==> src/rtl/uart_cmd_parser.sv <==
// Byte-stream command parser: SOF, CMD, ADDR, DATA, CHK frames turned into
// one-cycle register write/read requests, with checksum and timeout errors.
module uart_cmd_parser #(
    parameter logic [7:0] SOF            = 8'hA5,
    parameter int         TIMEOUT_CYCLES = 100000
) (
    input  logic       clk,
    input  logic       rst,
    input  logic [7:0] rx_data,
    input  logic       rx_done,
    output logic       wr_en,
    output logic       rd_en,
    output logic [7:0] addr,
    output logic [7:0] wdata,
    output logic       err,
    output logic [1:0] err_code,
    output logic       busy
);

    localparam int CW = $clog2(TIMEOUT_CYCLES + 1);
    localparam logic [CW-1:0] CNT_LAST = CW'(TIMEOUT_CYCLES - 1);
    localparam logic [CW-1:0] CNT_MAX  = CW'(TIMEOUT_CYCLES);

    localparam logic [7:0] CMD_WR = 8'h01;
    localparam logic [7:0] CMD_RD = 8'h02;

    localparam logic [1:0] E_CHK = 2'b01;
    localparam logic [1:0] E_CMD = 2'b10;
    localparam logic [1:0] E_TMO = 2'b11;

    typedef enum logic [2:0] {
        IDLE,
        GET_CMD,
        GET_ADDR,
        GET_DATA,
        GET_CHK
    } state_t;

    state_t        state_q, state_d;
    logic [7:0]    cmd_q, cmd_d;
    logic [7:0]    adr_q, adr_d;
    logic [7:0]    dat_q, dat_d;
    logic [CW-1:0] cnt_q, cnt_d;

    logic          wr_d, rd_d, err_d;
    logic [1:0]    code_d;
    logic [7:0]    addr_d, wdata_d;
    logic          chk_ok, timeout;

    always_ff @(posedge clk) begin
        if (rst) begin
            state_q  <= IDLE;
            cmd_q    <= '0;
            adr_q    <= '0;
            dat_q    <= '0;
            cnt_q    <= '0;
            wr_en    <= 1'b0;
            rd_en    <= 1'b0;
            err      <= 1'b0;
            err_code <= '0;
            addr     <= '0;
            wdata    <= '0;
        end else begin
            state_q  <= state_d;
            cmd_q    <= cmd_d;
            adr_q    <= adr_d;
            dat_q    <= dat_d;
            cnt_q    <= cnt_d;
            wr_en    <= wr_d;
            rd_en    <= rd_d;
            err      <= err_d;
            err_code <= code_d;
            addr     <= addr_d;
            wdata    <= wdata_d;
        end
    end

    // Counter measures the gap since the last byte; an arriving byte always
    // beats a timeout that would fire on the same edge.
    always_comb begin
        if (state_q == IDLE || rx_done) begin
            cnt_d = '0;
        end else if (cnt_q != CNT_MAX) begin
            cnt_d = cnt_q + 1'b1;
        end else begin
            cnt_d = cnt_q;
        end
    end

    assign timeout = (state_q != IDLE) && !rx_done && (cnt_q == CNT_LAST);
    assign chk_ok  = (rx_data == (cmd_q ^ adr_q ^ dat_q));

    always_comb begin
        state_d = state_q;
        cmd_d   = cmd_q;
        adr_d   = adr_q;
        dat_d   = dat_q;
        wr_d    = 1'b0;
        rd_d    = 1'b0;
        err_d   = 1'b0;
        code_d  = err_code;
        addr_d  = addr;
        wdata_d = wdata;

        if (timeout) begin
            state_d = IDLE;
            err_d   = 1'b1;
            code_d  = E_TMO;
        end else if (rx_done) begin
            unique case (state_q)
                IDLE: begin
                    if (rx_data == SOF) begin
                        state_d = GET_CMD;
                    end
                end
                GET_CMD: begin
                    cmd_d   = rx_data;
                    state_d = GET_ADDR;
                end
                GET_ADDR: begin
                    adr_d   = rx_data;
                    state_d = GET_DATA;
                end
                GET_DATA: begin
                    dat_d   = rx_data;
                    state_d = GET_CHK;
                end
                GET_CHK: begin
                    state_d = IDLE;
                    if (!chk_ok) begin
                        err_d  = 1'b1;
                        code_d = E_CHK;
                    end else if (cmd_q == CMD_WR) begin
                        wr_d    = 1'b1;
                        addr_d  = adr_q;
                        wdata_d = dat_q;
                    end else if (cmd_q == CMD_RD) begin
                        rd_d   = 1'b1;
                        addr_d = adr_q;
                    end else begin
                        err_d  = 1'b1;
                        code_d = E_CMD;
                    end
                end
                default: state_d = IDLE;
            endcase
        end
    end

    assign busy = (state_q != IDLE);

endmodule

==> config.mk <==
export PLATFORM = sky130hd
export DESIGN_NAME = uart_cmd_parser
export DESIGN_NICKNAME = d
export VERILOG_FILES = /design/src/rtl/uart_cmd_parser.sv
export SDC_FILE = /design/constraint.sdc
export NUM_CORES = 1
export LEC_CHECK = 0
export ABC_AREA = 1
export BUFFER_PORTS_ARGS = -buffer_cell sky130_fd_sc_hd__buf_4
export CAP_MARGIN = 20
export CORE_ASPECT_RATIO = 1.75
export CORE_UTILIZATION = 30
export DETAILED_ROUTE_END_ITERATION = 16
export PLACE_DENSITY = 0.43
export SLEW_MARGIN = 20
export SYNTH_ARGS = -nofsm -noshare
export SYNTH_HDL_FRONTEND = slang
export SYNTH_SLANG_ARGS = --single-unit
==> constraint.sdc <==
create_clock -name clk -period 2.1 [get_ports clk]
set_input_delay 0.525 -clock clk [delete_from_list [all_inputs] [get_ports clk]]
set_output_delay 0.525 -clock clk [all_outputs]
set_load 0.02 [all_outputs]
# Word-level counts from Yosys, hierarchy flattened
# Index checks and enable logic that the tools add are counted.
dict set report op_classes {
  n_addsub 1
  shift 0
  n_eq_ne 13
  bitwise_logic 6
  n_mul 0
  n_div 0
  muxes 18
  n_reduce_logical 20
  order_cmp 0
}
# operator n
set ops {}
lappend ops {{$add 17x1->17 const B} 1}
lappend ops {{$eq 17x17->1 const B} 1}
lappend ops {{$ne 17x17->1 const B} 1}
lappend ops {{$mux 8} 2}
lappend ops {{$xor 8x8->8} 2}
lappend ops {{$mux 2} 6}
lappend ops {{$pmux 3 s4} 1}
lappend ops {{$reduce_and 5->1} 2}
lappend ops {{$reduce_and 3->1} 3}
lappend ops {{$eq 8x1->1 const B} 1}
lappend ops {{$eq 8x2->1 const B} 1}
lappend ops {{$eq 8x8->1} 1}
lappend ops {{$eq 8x8->1 const B} 1}
lappend ops {{$mux 1} 8}
lappend ops {{$eq 3x2->1 const B} 2}
lappend ops {{$ne 3x3->1 const B} 2}
lappend ops {{$reduce_bool 2->1} 3}
lappend ops {{$reduce_or 6->1} 1}
lappend ops {{$reduce_or 5->1} 1}
lappend ops {{$not 1->1} 4}
lappend ops {{$reduce_and 4->1} 1}
lappend ops {{$reduce_or 2->1} 2}
lappend ops {{$eq 3x1->1 const B} 1}
lappend ops {{$eq 3x3->1 const B} 1}
lappend ops {{8 further kinds} 9}
dict set report totals {
  regBits 65
  memories 0
  rom_bits 0
  ram_bits 0
  latchBits 0
  in_bits 11
  output_inout_bits 22
}

# Longest topological paths before layout
# Gate-level depths: netlist of the first run.
dict set report depth {
  depth_word 7
  depth_mapped 15
  depth_no_buf 14
}

# Worst setup path before layout of the first run
# No wires, ideal clock.
dict set report synth_timing {
  path_type {in2reg}
  startpoint {in rx_data[0]}
  endpoint {reg addr[0]}
  cell_stages 13
  setup_time_ns 0.113
  required_ns 1.987
  setup_slack_ns 0.442
  n_path_buf 1
  arrival_time_ns 1.545
  path_cell_list {inv_1 -> nand2_1 -> nand2_1 -> nand2_1 -> nand2_1 -> nand2_1 -> nor2_1 -> nand2_2 -> clkinv_2 -> nand3_4 -> buf_6 -> o21ai_1 -> nor2_1}
}
dict set report synth_via {
  elab_chain_len 2
}
# element line_no
set synth_rtl {}
lappend synth_rtl {{start: declaration} 9} ;# input logic [7:0] rx_data,
lappend synth_rtl {{$eq 8x8->1} 91} ;# assign chk_ok = (rx_data == (cmd_q ^ adr_q ^ dat_q));
lappend synth_rtl {{$reduce_and 5->1 (no line)} --}
lappend synth_rtl {{end signal: assignment} 73} ;# addr <= addr_d;
lappend synth_rtl {{end: declaration} 13} ;# output logic [7:0] addr,
# No other way between the ends.
# A chain may end at the register's enable or synchronous reset.

# Worst setup path in the final report of the first run
dict set report layout_timing {
  startpoint {reg cnt_q[1]}
  endpoint {reg cnt_q[12]}
}
dict set report layout_via {
  elab_chain_len 1
  elab_cells_between_ends 2
  classes_between {1 x add/sub; 1 x eq/ne}
}
# element line_no
set layout_rtl {}
lappend layout_rtl {{start: declaration} 43} ;# logic [CW-1:0] cnt_q, cnt_d;
lappend layout_rtl {{start signal: assignment} 68} ;# cnt_q <= cnt_d;
lappend layout_rtl {{$add 17x1->17 / $ne 17x17->1 (equally long branches)} {84, 83}}
# Parallel ways exist; a longest one is shown, timed or not.

==> run_results.csv, run 1 <==
group,metric,value,unit
die,die_area,0.0111,mm^2
setup_path,path_cells,"ha_1, nand2_1, nor3_1, nand2_1, nor2_1, xor2_1, nor2_1",
die,die_x,80.2,um
setup_path,worstSetupPathType,"flip-flop to flip-flop",
clocking,holdBufCountCts,0,
die,rows,49,
finish,fillCellCount,1122,
finish,final_area,0.00393,mm^2
clocking,cts_inserted_buffers,9,
synthesis,yosys_warnings,0,
synthesis,synthCells,495,
synthesis,synth.top_cell.area_share,40.5,%
placement,dp_cells,652,
setup_path,cpPeakStageDelay,0.39,ns
synthesis,async_reset_ff_share,0,%
sta,grt_setup_unrepaired,"no",
grt,antenna_found_initial,0,
drt,viasPerCell,4.52,
grt,gr-total-overflow,0,
sta,setup_violations,0,
synthesis,synth_area_per_cell,6.49,um^2
synthesis,synth_cell_types,28,
power,ir_worst_vdd,394,uV
drt,via_count,3018,
synthesis,ys.flop_type,"dfxtp_1",
power,leakage,0.00174,uW
clocking,clkTransAtPathRegs,0.05,ns
drt,wl_per_cell,12.7,um
setup_path,critPathMaxFanout,4,
die,core_area,0.0104,mm^2
sta,hold_violations,0,
power,seqPwrFrac,42.5,%
setup_path,critPathTopFamily,"simple AND/OR/NAND/NOR gates",
placement,post_dp_cell_area,0.00362,mm^2
finish,antenna_cells,0,
worst_hold_path,min-delay-start,"rst",
grt,grt_max_degree,26,
drt,dr.first_iter.drc_count,94,
setup_path,cp-end-kind,"flip-flop",
setup_path,crit_buf_inv,0,
outcome,status,"complete, no violations",
power,internal_power,2310,uW
setup_path,startpoint_type,"flip-flop",
clocking,htree_levels,3,
synthesis,synth.net_count,508,
power,power_density,739,mW/mm^2
synthesis,synth_most_common_cell,"nand2_1",
sta,slew_violations,0,
power,clockPowerShare,54.0,%
sta,finClkSkew,0.0103,ns
placement,port_buffers,32,
clocking,cts_resized,0,
setup_path,crit_slowest_cell,"nor3_1",
worst_hold_path,hold_class,"input pin to flip-flop",
synthesis,synth_area_leaders,"dfxtp_1, nand2_1, inv_1",
grt,grt_pass1_wl,13600,um
setup_path,arrival,2.05,ns
sta,max_freq,542,MHz
die,initial_utilization,31.0,%
setup_path,worst_ep_required_time,2.30,ns
clocking,cts_tree,"yes",
clocking,insertion_delay,0.33,ns
die,die_y,139,um
synthesis,yosys_register_bits,65,
power,p_comb_share,3.4,%
synthesis,yosysTopAreaCell,"dfxtp_1",
synthesis,synth_edf_count,0,
setup_path,worstSetupStartpoint,"cnt_q[1]",
finish,drive_gt1_share,13.3,%
grt,track_usage,16.6,%
setup_path,r2r-start,"cnt_q[1]",
drt,wirelength,8480,um
finish,fin_nets,549,
run,drv_cap,0,
drt,detail-route-antenna-nets,0,
finish,final_cells,667,
power,p_sw,595,uW
clocking,cts_setup_buffers,0,
placement,dp_hpwl,6420,um
power,p_sw_share,20.5,%
synthesis,yosysSeqAreaShare,40.5,%
clocking,cts_root_buf,"clkbuf_16",
sta,worstMarginPinSlew,0.448,ns
drt,drc_errors,0,
setup_path,reg2reg_setup_slack,0.25,ns
synthesis,syn_area,0.00321,mm^2
clocking,clkSinkCount,65,
synthesis,synth_common_cells,"nand2_1, inv_1, dfxtp_1, a21oi_1, nor2_1",
drt,drt_pre_antenna_iters,4,
placement,gp_congestion,0.761,
clocking,cts_buffer_depth,2,
finish,syn_to_final_growth,22.3,%
grt,grt_pass1_vias,2882,
sta,layout_worst_path_cycle_share,87.9,%
sta,max_slew_margin,70.1,%
sta,period_minus_slack,1.85,ns
die,io_pins,33,
## registers in the layout, summed over array words and instances (netlist names)
| signal | cells |
|---|---|
| addr | 8 |
| cmd_q | 8 |
| wr_en | 1 |
| err_code | 2 |
| wdata | 8 |
| dat_q | 8 |
| adr_q | 8 |
| state_q | 3 |
| err | 1 |
| rd_en | 1 |
| cnt_q | 17 |
## power by group through the flow
stage                     combinational, uW  clock (uW)  sequential, uW
after detailed placement                102           0            1260
after CTS                               102        1630            1230
after global routing                    114        1680            1230
after global placement                  102           0            1260
final                                   100        1570            1240
after floorplan                        56.6           0            1260
## logic make-up (layout without fill, tap and decap cells)
family                     after synthesis  in the layout  synth area share (%)
AOI/OAI and AO/OA                      103            103                  16.3
DFF                                     65             65                  40.5
buffers and inverters                  105            150                  12.9
xor gates and xnor gates                 5              5                  1.36
adders and majority gates                2              2                 0.778
and+or+nand+nor                        215            215                  28.2
## cell usage in the layout, fill, tap and decap left out, drive strengths merged
master and n:
nand2 141, inv 93, dfxtp 65, a21oi 54
o21ai 46, nor2 41, buf 40, nor3 13
clkbuf 13, nand3 9, nor4 4, nand4 4
xor2 3, or2 3, clkinv 3, xnor2 2
ha 2, o211ai 1, a21boi 1, o21a 1
bufinv 1
## path summary, 6_finish.rpt
kind / depth (start not counted) / endpoint
hold / removal: 2 / err_code[0]
hold reg to reg: 2 / wdata[4]
setup reg to reg: 7 / cnt_q[12]
setup / recovery: 7 / cnt_q[12]
## routing by layer
layer	vias up	share of wire, %	global-route usage (%)
li1	1624	-	-
met2	32	57	31.8
met1	1353	39	15.8
met5	-	0	0
met4	0	1.6	6.77
met3	9	2.6	4.67
## layout make-up
| cell class | instances | area [um^2] | area share, % |
|---|---|---|---|
| Tap cell | 127 | 159 | 4.04 |
| Sequential cell | 65 | 1300 | 33.1 |
| Clock buffer | 13 | 280 | 7.13 |
| Timing Repair Buffer | 40 | 300 | 7.64 |
| Multi-Input combinational cell | 325 | 1500 | 38.1 |
| Clock inverter | 2 | 35.0 | 0.891 |
| Inverter | 95 | 358 | 9.10 |
## stage by stage
step | power [uW] | hold slack, ns | setup TNS, ns | utilization, % | worst slack, ns
2_1_floorplan | 1320 | 0.457 | 0 | - | 0.442
3_3_place_gp | 1360 | 0.447 | 0 | 34.9 | 0.00590
3_5_place_dp | 1360 | 0.447 | -0.00395 | 34.9 | -0.00395
4_1_cts | 2970 | 0.359 | 0 | 38.0 | 0.200
5_1_grt | 3020 | 0.370 | 0 | 38.0 | 0.0357
6_report | 2900 | 0.376 | 0 | 38.0 | 0.254
(Power assumes the default switching activity.)
==> inputs of run 2 (changes only) <==
CAP_MARGIN = not set   (was 20)
CELL_PAD_IN_SITES_DETAIL_PLACEMENT = 0   (was not set)
CELL_PAD_IN_SITES_GLOBAL_PLACEMENT = 1   (was not set)
PLACE_DENSITY = 0.58   (was 0.43)
==> run 2 against run 1 <==
Compared with the run above: sequential cell count stayed put; via count is 0.30% lower; global-route usage is 0.13 points lower; clock skew is 0.0024 ns lower; first-iteration DRC count rose by 17%; sequential power about the same; critical path type is now flip-flop to primary output; largest power group unchanged.
==> run_results.csv, run 2 (same netlist as run 1, synthesis figures left out) <==
group,metric,value,unit
worst_hold_path,whs_path_depth,2,
worst_hold_path,hold_class,"input pin to flip-flop",
setup_path,arrival,1.25,ns
setup_path,worstRegToRegCells,9,
drt,dr.first_iter.drc_count,110,
worst_hold_path,min-delay-start,"rst",
grt,track_usage,16.4,%
clocking,cts_setup_buffers,0,
finish,layout_common_cells,"nand2_1, inv_1, dfxtp_1",
setup_path,reg2reg_to,"cnt_q[15]",
clocking,insertion_delay,0.33,ns
drt,wirelength,8420,um
finish,antenna_cells,0,
die,die_area,0.0111,mm^2
power,seqPwrFrac,42.7,%
die,die_x,80.2,um
die,rows,49,
power,leakage,0.00175,uW
grt,gr-total-overflow,0,
worst_hold_path,hold-path-endpoint,"err_code[1]",
setup_path,startpoint_type,"flip-flop",
drt,detail-route-antenna-nets,0,
finish,drive_gt1_share,13.4,%
drt,drc_errors,0,
clocking,holdBufCountCts,0,
run,drv_cap,0,
finish,syn_to_final_growth,22.6,%
finish,largest_register_ff_count,17,
grt,met1_usage,16.6,%
sta,fin_ws,0.326,ns
drt,via_count,3009,
sta,holdWs,0.381,ns
clocking,cts_root_buf,"clkbuf_16",
setup_path,worstSetupPathType,"flip-flop to primary output",
grt,grt_pass1_wl,13600,um
sta,grt_setup_unrepaired,"no",
clocking,cts_tree,"yes",
placement,port_buffers,32,
outcome,status,"complete, no violations",
drt,drt_pre_antenna_iters,4,
setup_path,crit_slowest_cell,"dfxtp_1",
setup_path,path_cells,"nor2_1, inv_1, nor2_1, inv_1, buf_4",
power,p_sw,608,uW
power,p_sw_share,21.0,%
grt,antenna_found_initial,0,
sta,setup-tns-final,0,ns
clocking,cts_inserted_buffers,9,
clocking,cts_buffer_depth,2,
power,p_comb_share,3.4,%
grt,busiest_layer,"met2",
power,ir_worst_vdd,413,uV
setup_path,crit_buf_inv,3,
placement,dp_slack,0.0712,ns
placement,gp_congestion,0.762,
clocking,htree_levels,3,
sta,worstMarginPinSlew,0.423,ns
grt,grt_use_met2,31.2,%
finish,fillCellCount,1137,
sta,max_slew_margin,71.8,%
placement,dp_hpwl,6400,um
setup_path,worst_ep_required_time,1.57,ns
finish,regMostFlops,"cnt_q",
sta,slew_violations,0,
grt,grt_max_degree,42,
power,clockPowerShare,53.9,%
setup_path,critPathTopFamily,"flip-flops",
sta,layout_worst_path_cycle_share,84.5,%
die,core_area,0.0104,mm^2
power,internal_power,2290,uW
power,power_density,735,mW/mm^2
clocking,clkSinkCount,65,
setup_path,cpPeakStageDelay,0.35,ns
sta,hold_violations,0,
sta,finClkSkew,0.00785,ns
sta,setup_violations,0,
setup_path,critPathMaxFanout,5,
setup_path,reg2reg_setup_slack,0.35,ns
setup_path,cp-end-kind,"primary output",
clocking,cts_resized,0,
finish,mostFrequentLayoutCell,"nand2_1",
drt,viasPerCell,4.49,
finish,fin_nets,551,
setup_path,r2r-start,"cnt_q[1]",
clocking,clkTransAtPathRegs,0.05,ns
drt,wl_per_cell,12.6,um
die,io_pins,33,
sta,period_minus_slack,1.77,ns
die,initial_utilization,31.0,%
grt,grt_pass1_vias,2780,
die,die_y,139,um
grt,use_met3,4.08,%
sta,max_freq,564,MHz
## run 2: final cells by class
| cell class | count | area (um^2) | area share, % |
|---|---|---|---|
| Multi-Input combinational cell | 325 | 1500 | 38.0 |
| Sequential cell | 65 | 1300 | 33.0 |
| Inverter | 95 | 358 | 9.08 |
| Timing Repair Buffer | 42 | 315 | 8.00 |
| Clock buffer | 14 | 274 | 6.95 |
| Tap cell | 127 | 159 | 4.03 |
| Clock inverter | 2 | 35.0 | 0.889 |
## run 2: power by group through the flow
| stage | Sequential (uW) | Clock [uW] | Combinational, uW |
|---|---|---|---|
| floorplan | 1260 | 0 | 56.6 |
| global placement | 1260 | 0 | 102 |
| detailed placement | 1260 | 0 | 102 |
| CTS | 1230 | 1610 | 102 |
| global route | 1230 | 1660 | 113 |
| finish | 1240 | 1560 | 98.9 |
## run 2: worst max-delay path by stage
stage	from	endpoint	slack, ns	cells after the start
2_1_floorplan	rx_data[0]	addr[0]	0.44	13
3_3_place_gp	rx_data[2]	wdata[2]	0.07	13
3_5_place_dp	rx_data[5]	wdata[0]	0.07	13
4_1_cts	state_q[0]	busy	0.30	5
5_1_grt	cmd_q[0]	wdata[4]	0.15	13
6_report	state_q[0]	busy	0.33	5
## run 2: metal layers
layer  routed length, um  vias to the layer above  share of wire, %
met3                 269                        9               3.2
met2                4740                       34                56
met5                   0                        -                 0
met1                3280                     1346                39
li1                    -                     1620                 -
met4                 136                        0               1.6
## run 2: stage by stage
stage	power, uW	cell area, um^2	instances	utilization (%)
6_report	2900	3940	670	38.0
2_1_floorplan	1320	3210	495	-
3_5_place_dp	1360	3630	654	35.1
4_1_cts	2950	3940	670	38.0
5_1_grt	3010	3940	670	38.0
3_3_place_gp	1360	3630	654	35.1
==> inputs of run 3 (changes only) <==
ABC_AREA = 0   (was 1)
PLACE_DENSITY = 0.56   (was 0.58)
clock period = 1.4 ns   (was 2.1 ns; I/O delays follow)
==> run 3 against run 2 <==
Compared with the run above: the flow now finishes with violations (setup timing); synthesized cell count decreased by 30%; via count is 10% lower; non-clock buffer count is 81 higher; cell count fell by 11%; critical path depth increased by 1; largest power group unchanged; sequential power grew 49%; global-route usage is 0.63 points higher; setup slack got worse by 0.89 ns; critical endpoint is now err.
==> run_results.csv, run 3 <==
group,metric,value,unit
grt,antenna_found_initial,0,
synthesis,ys.flop_type,"dfxtp_1",
finish,drive_gt1_share,41.9,%
finish,layout_common_cells,"buf_4, nand2_1, dfxtp_1",
drt,detail-route-antenna-nets,0,
drt,drc_errors,0,
synthesis,yosysTopAreaCell,"dfxtp_1",
finish,antenna_cells,0,
worst_hold_path,min-delay-start,"rx_data[2]",
drt,viasPerCell,4.55,
finish,fillCellCount,948,
setup_path,path_cells,"or4_4, or4_4, buf_4, buf_6, nand2b_1, o21a_1",
power,leakage,0.00184,uW
sta,holdWs,0.420,ns
setup_path,worstSetupPathType,"flip-flop to flip-flop",
setup_path,worst_ep_required_time,1.62,ns
grt,track_usage,17.1,%
drt,wl_per_cell,13.8,um
synthesis,synth.net_count,358,
finish,mostFrequentLayoutCell,"buf_4",
synthesis,async_reset_ff_share,0,%
grt,grt_max_degree,60,
clocking,cts_buffer_depth,2,
finish,largest_register_ff_count,17,
outcome,status,"complete, but fails checks",
sta,grt_setup_unrepaired,"yes",
die,io_pins,33,
grt,grt_pass1_vias,2822,
setup_path,startpoint_type,"flip-flop",
clocking,clkTransAtPathRegs,0.05,ns
setup_path,r2r-start,"cmd_q[2]",
placement,dp_hpwl,5980,um
clocking,htree_levels,3,
power,power_density,900,mW/mm^2
drt,via_count,2707,
setup_path,critPathMaxFanout,3,
die,rows,48,
sta,fin_ws,-0.565,ns
setup_path,crit_buf_inv,2,
finish,regMostFlops,"cnt_q",
drt,wirelength,8240,um
clocking,cts_root_buf,"clkbuf_16",
synthesis,yosys_register_bits,65,
run,drv_cap,0,
grt,gr-total-overflow,0,
setup_path,critPathTopFamily,"simple AND/OR/NAND/NOR gates",
synthesis,yosysSeqAreaShare,43.2,%
setup_path,cpPeakStageDelay,0.54,ns
setup_path,cp_common_cell,"or4_4",
synthesis,synth_area_per_cell,8.74,um^2
worst_hold_path,hold_class,"input pin to flip-flop",
setup_path,reg2reg_setup_slack,-0.57,ns
synthesis,synth_cell_types,35,
synthesis,syn_area,0.00302,mm^2
die,die_x,77.8,um
synthesis,synth_most_common_cell,"dfxtp_1",
outcome,failed_checks,"setup timing",
sta,worstMarginPinSlew,0.339,ns
sta,setup_violations,30,
placement,post_dp_cell_area,0.00403,mm^2
clocking,holdBufCountCts,0,
finish,syn_to_final_growth,55.4,%
drt,dr.first_iter.drc_count,86,
setup_path,arrival,2.18,ns
sta,max_slew_margin,77.1,%
sta,period_minus_slack,1.97,ns
setup_path,worstSetupStartpoint,"cmd_q[2]",
setup_path,cp-end-kind,"flip-flop",
clocking,cts_tree,"yes",
sta,finClkSkew,0.00443,ns
sta,setup-tns-final,-10.47,ns
synthesis,synth_area_leaders,"dfxtp_1, nand2b_1, nand2_1",
die,core_area,0.00979,mm^2
finish,final_area,0.00468,mm^2
synthesis,synth.top_cell.area_share,43.2,%
sta,max_freq,509,MHz
finish,fin_nets,478,
die,die_area,0.0105,mm^2
synthesis,synth_edf_count,0,
clocking,cts_inserted_buffers,9,
synthesis,synthCells,345,
synthesis,yosys_warnings,0,
synthesis,synth_common_cells,"dfxtp_1, nand2_1, nand2b_1, a21oi_1, xnor2_1",
grt,grt_pass1_wl,13500,um
finish,fin_util,47.9,%
clocking,clkSinkCount,65,
setup_path,crit_slowest_cell,"or4_4",
sta,hold_violations,0,
sta,slew_violations,0,
placement,gp_congestion,0.777,
die,die_y,135,um
clocking,insertion_delay,0.32,ns
placement,dp_slack,-0.526,ns
sta,layout_worst_path_cycle_share,140,%
power,ir_worst_vdd,735,uV
drt,drt_pre_antenna_iters,4,
placement,port_buffers,32,
die,initial_utilization,30.8,%
run 3: cell count changes after synthesis, sizes merged, moves of 11 or more:
cell and delta:
nand2b +35, a21oi -21, nor2 -21, inv -89, mux2i +18, nand2 -84, o21ai -43, xor2 +11
xnor2 +22
run 3: cell type report:
class | count | area [um^2] | area share, %
clock inverter | 3 | 40.0 | 0.855
sequential | 65 | 1330 | 28.4
inverter | 4 | 20.0 | 0.427
clock buffer | 13 | 250 | 5.34
multi-input combinational | 262 | 1880 | 40.1
timing repair buffer | 123 | 1010 | 21.6
tap | 125 | 156 | 3.34
run 3: power by group:
group	switching, uW	internal [uW]
registers	0.739	1850
logic	81.8	91.0
clock network	775	1420
total	857	3360
run 3: per-layer routing:
metal,up-vias,share of wire [%],track usage [%]
met5,-,0,0
met2,38,57,32.2
met1,1258,39,17.4
li1,1405,-,-
met3,6,2.2,4.12
met4,0,1.9,7.76
run 3: worst paths after layout:
path / endpoint / depth (start not counted)
worst max-delay path: err / 6
worst min-delay path: adr_q[2] / 4
worst max register to register: err / 6
worst min register to register: err_code[0] / 2
run 3: cell families after synthesis:
kind of cell	share of synthesized area, %
adders and majority gates	0.830
xor gates and xnor gates	11.0
buffers and inverters	2.24
DFF	43.2
and+or+nand+nor	30.0
muxes	5.98
AOI/OAI and AO/OA	6.72
run 3: timing repair:
action,in CTS,in global routing
resized for setup,33,31
setup buffers,10,6
pin swaps,12,21
endpoints found under the hold margin,0,0
endpoints found under the setup margin,39,39
run 3: worst min-delay path: stages:
cell and delay, ns:
buf_4 0.09, buf_4 0.12, nand2_1 0.05, a21oi_1 0.10
run 3: through the flow:
stage	power [uW]	instances
detailed placement	2060	564
CTS	4300	590
floorplan	1970	345
global placement	2060	564
finish	4220	595
global route	4380	595
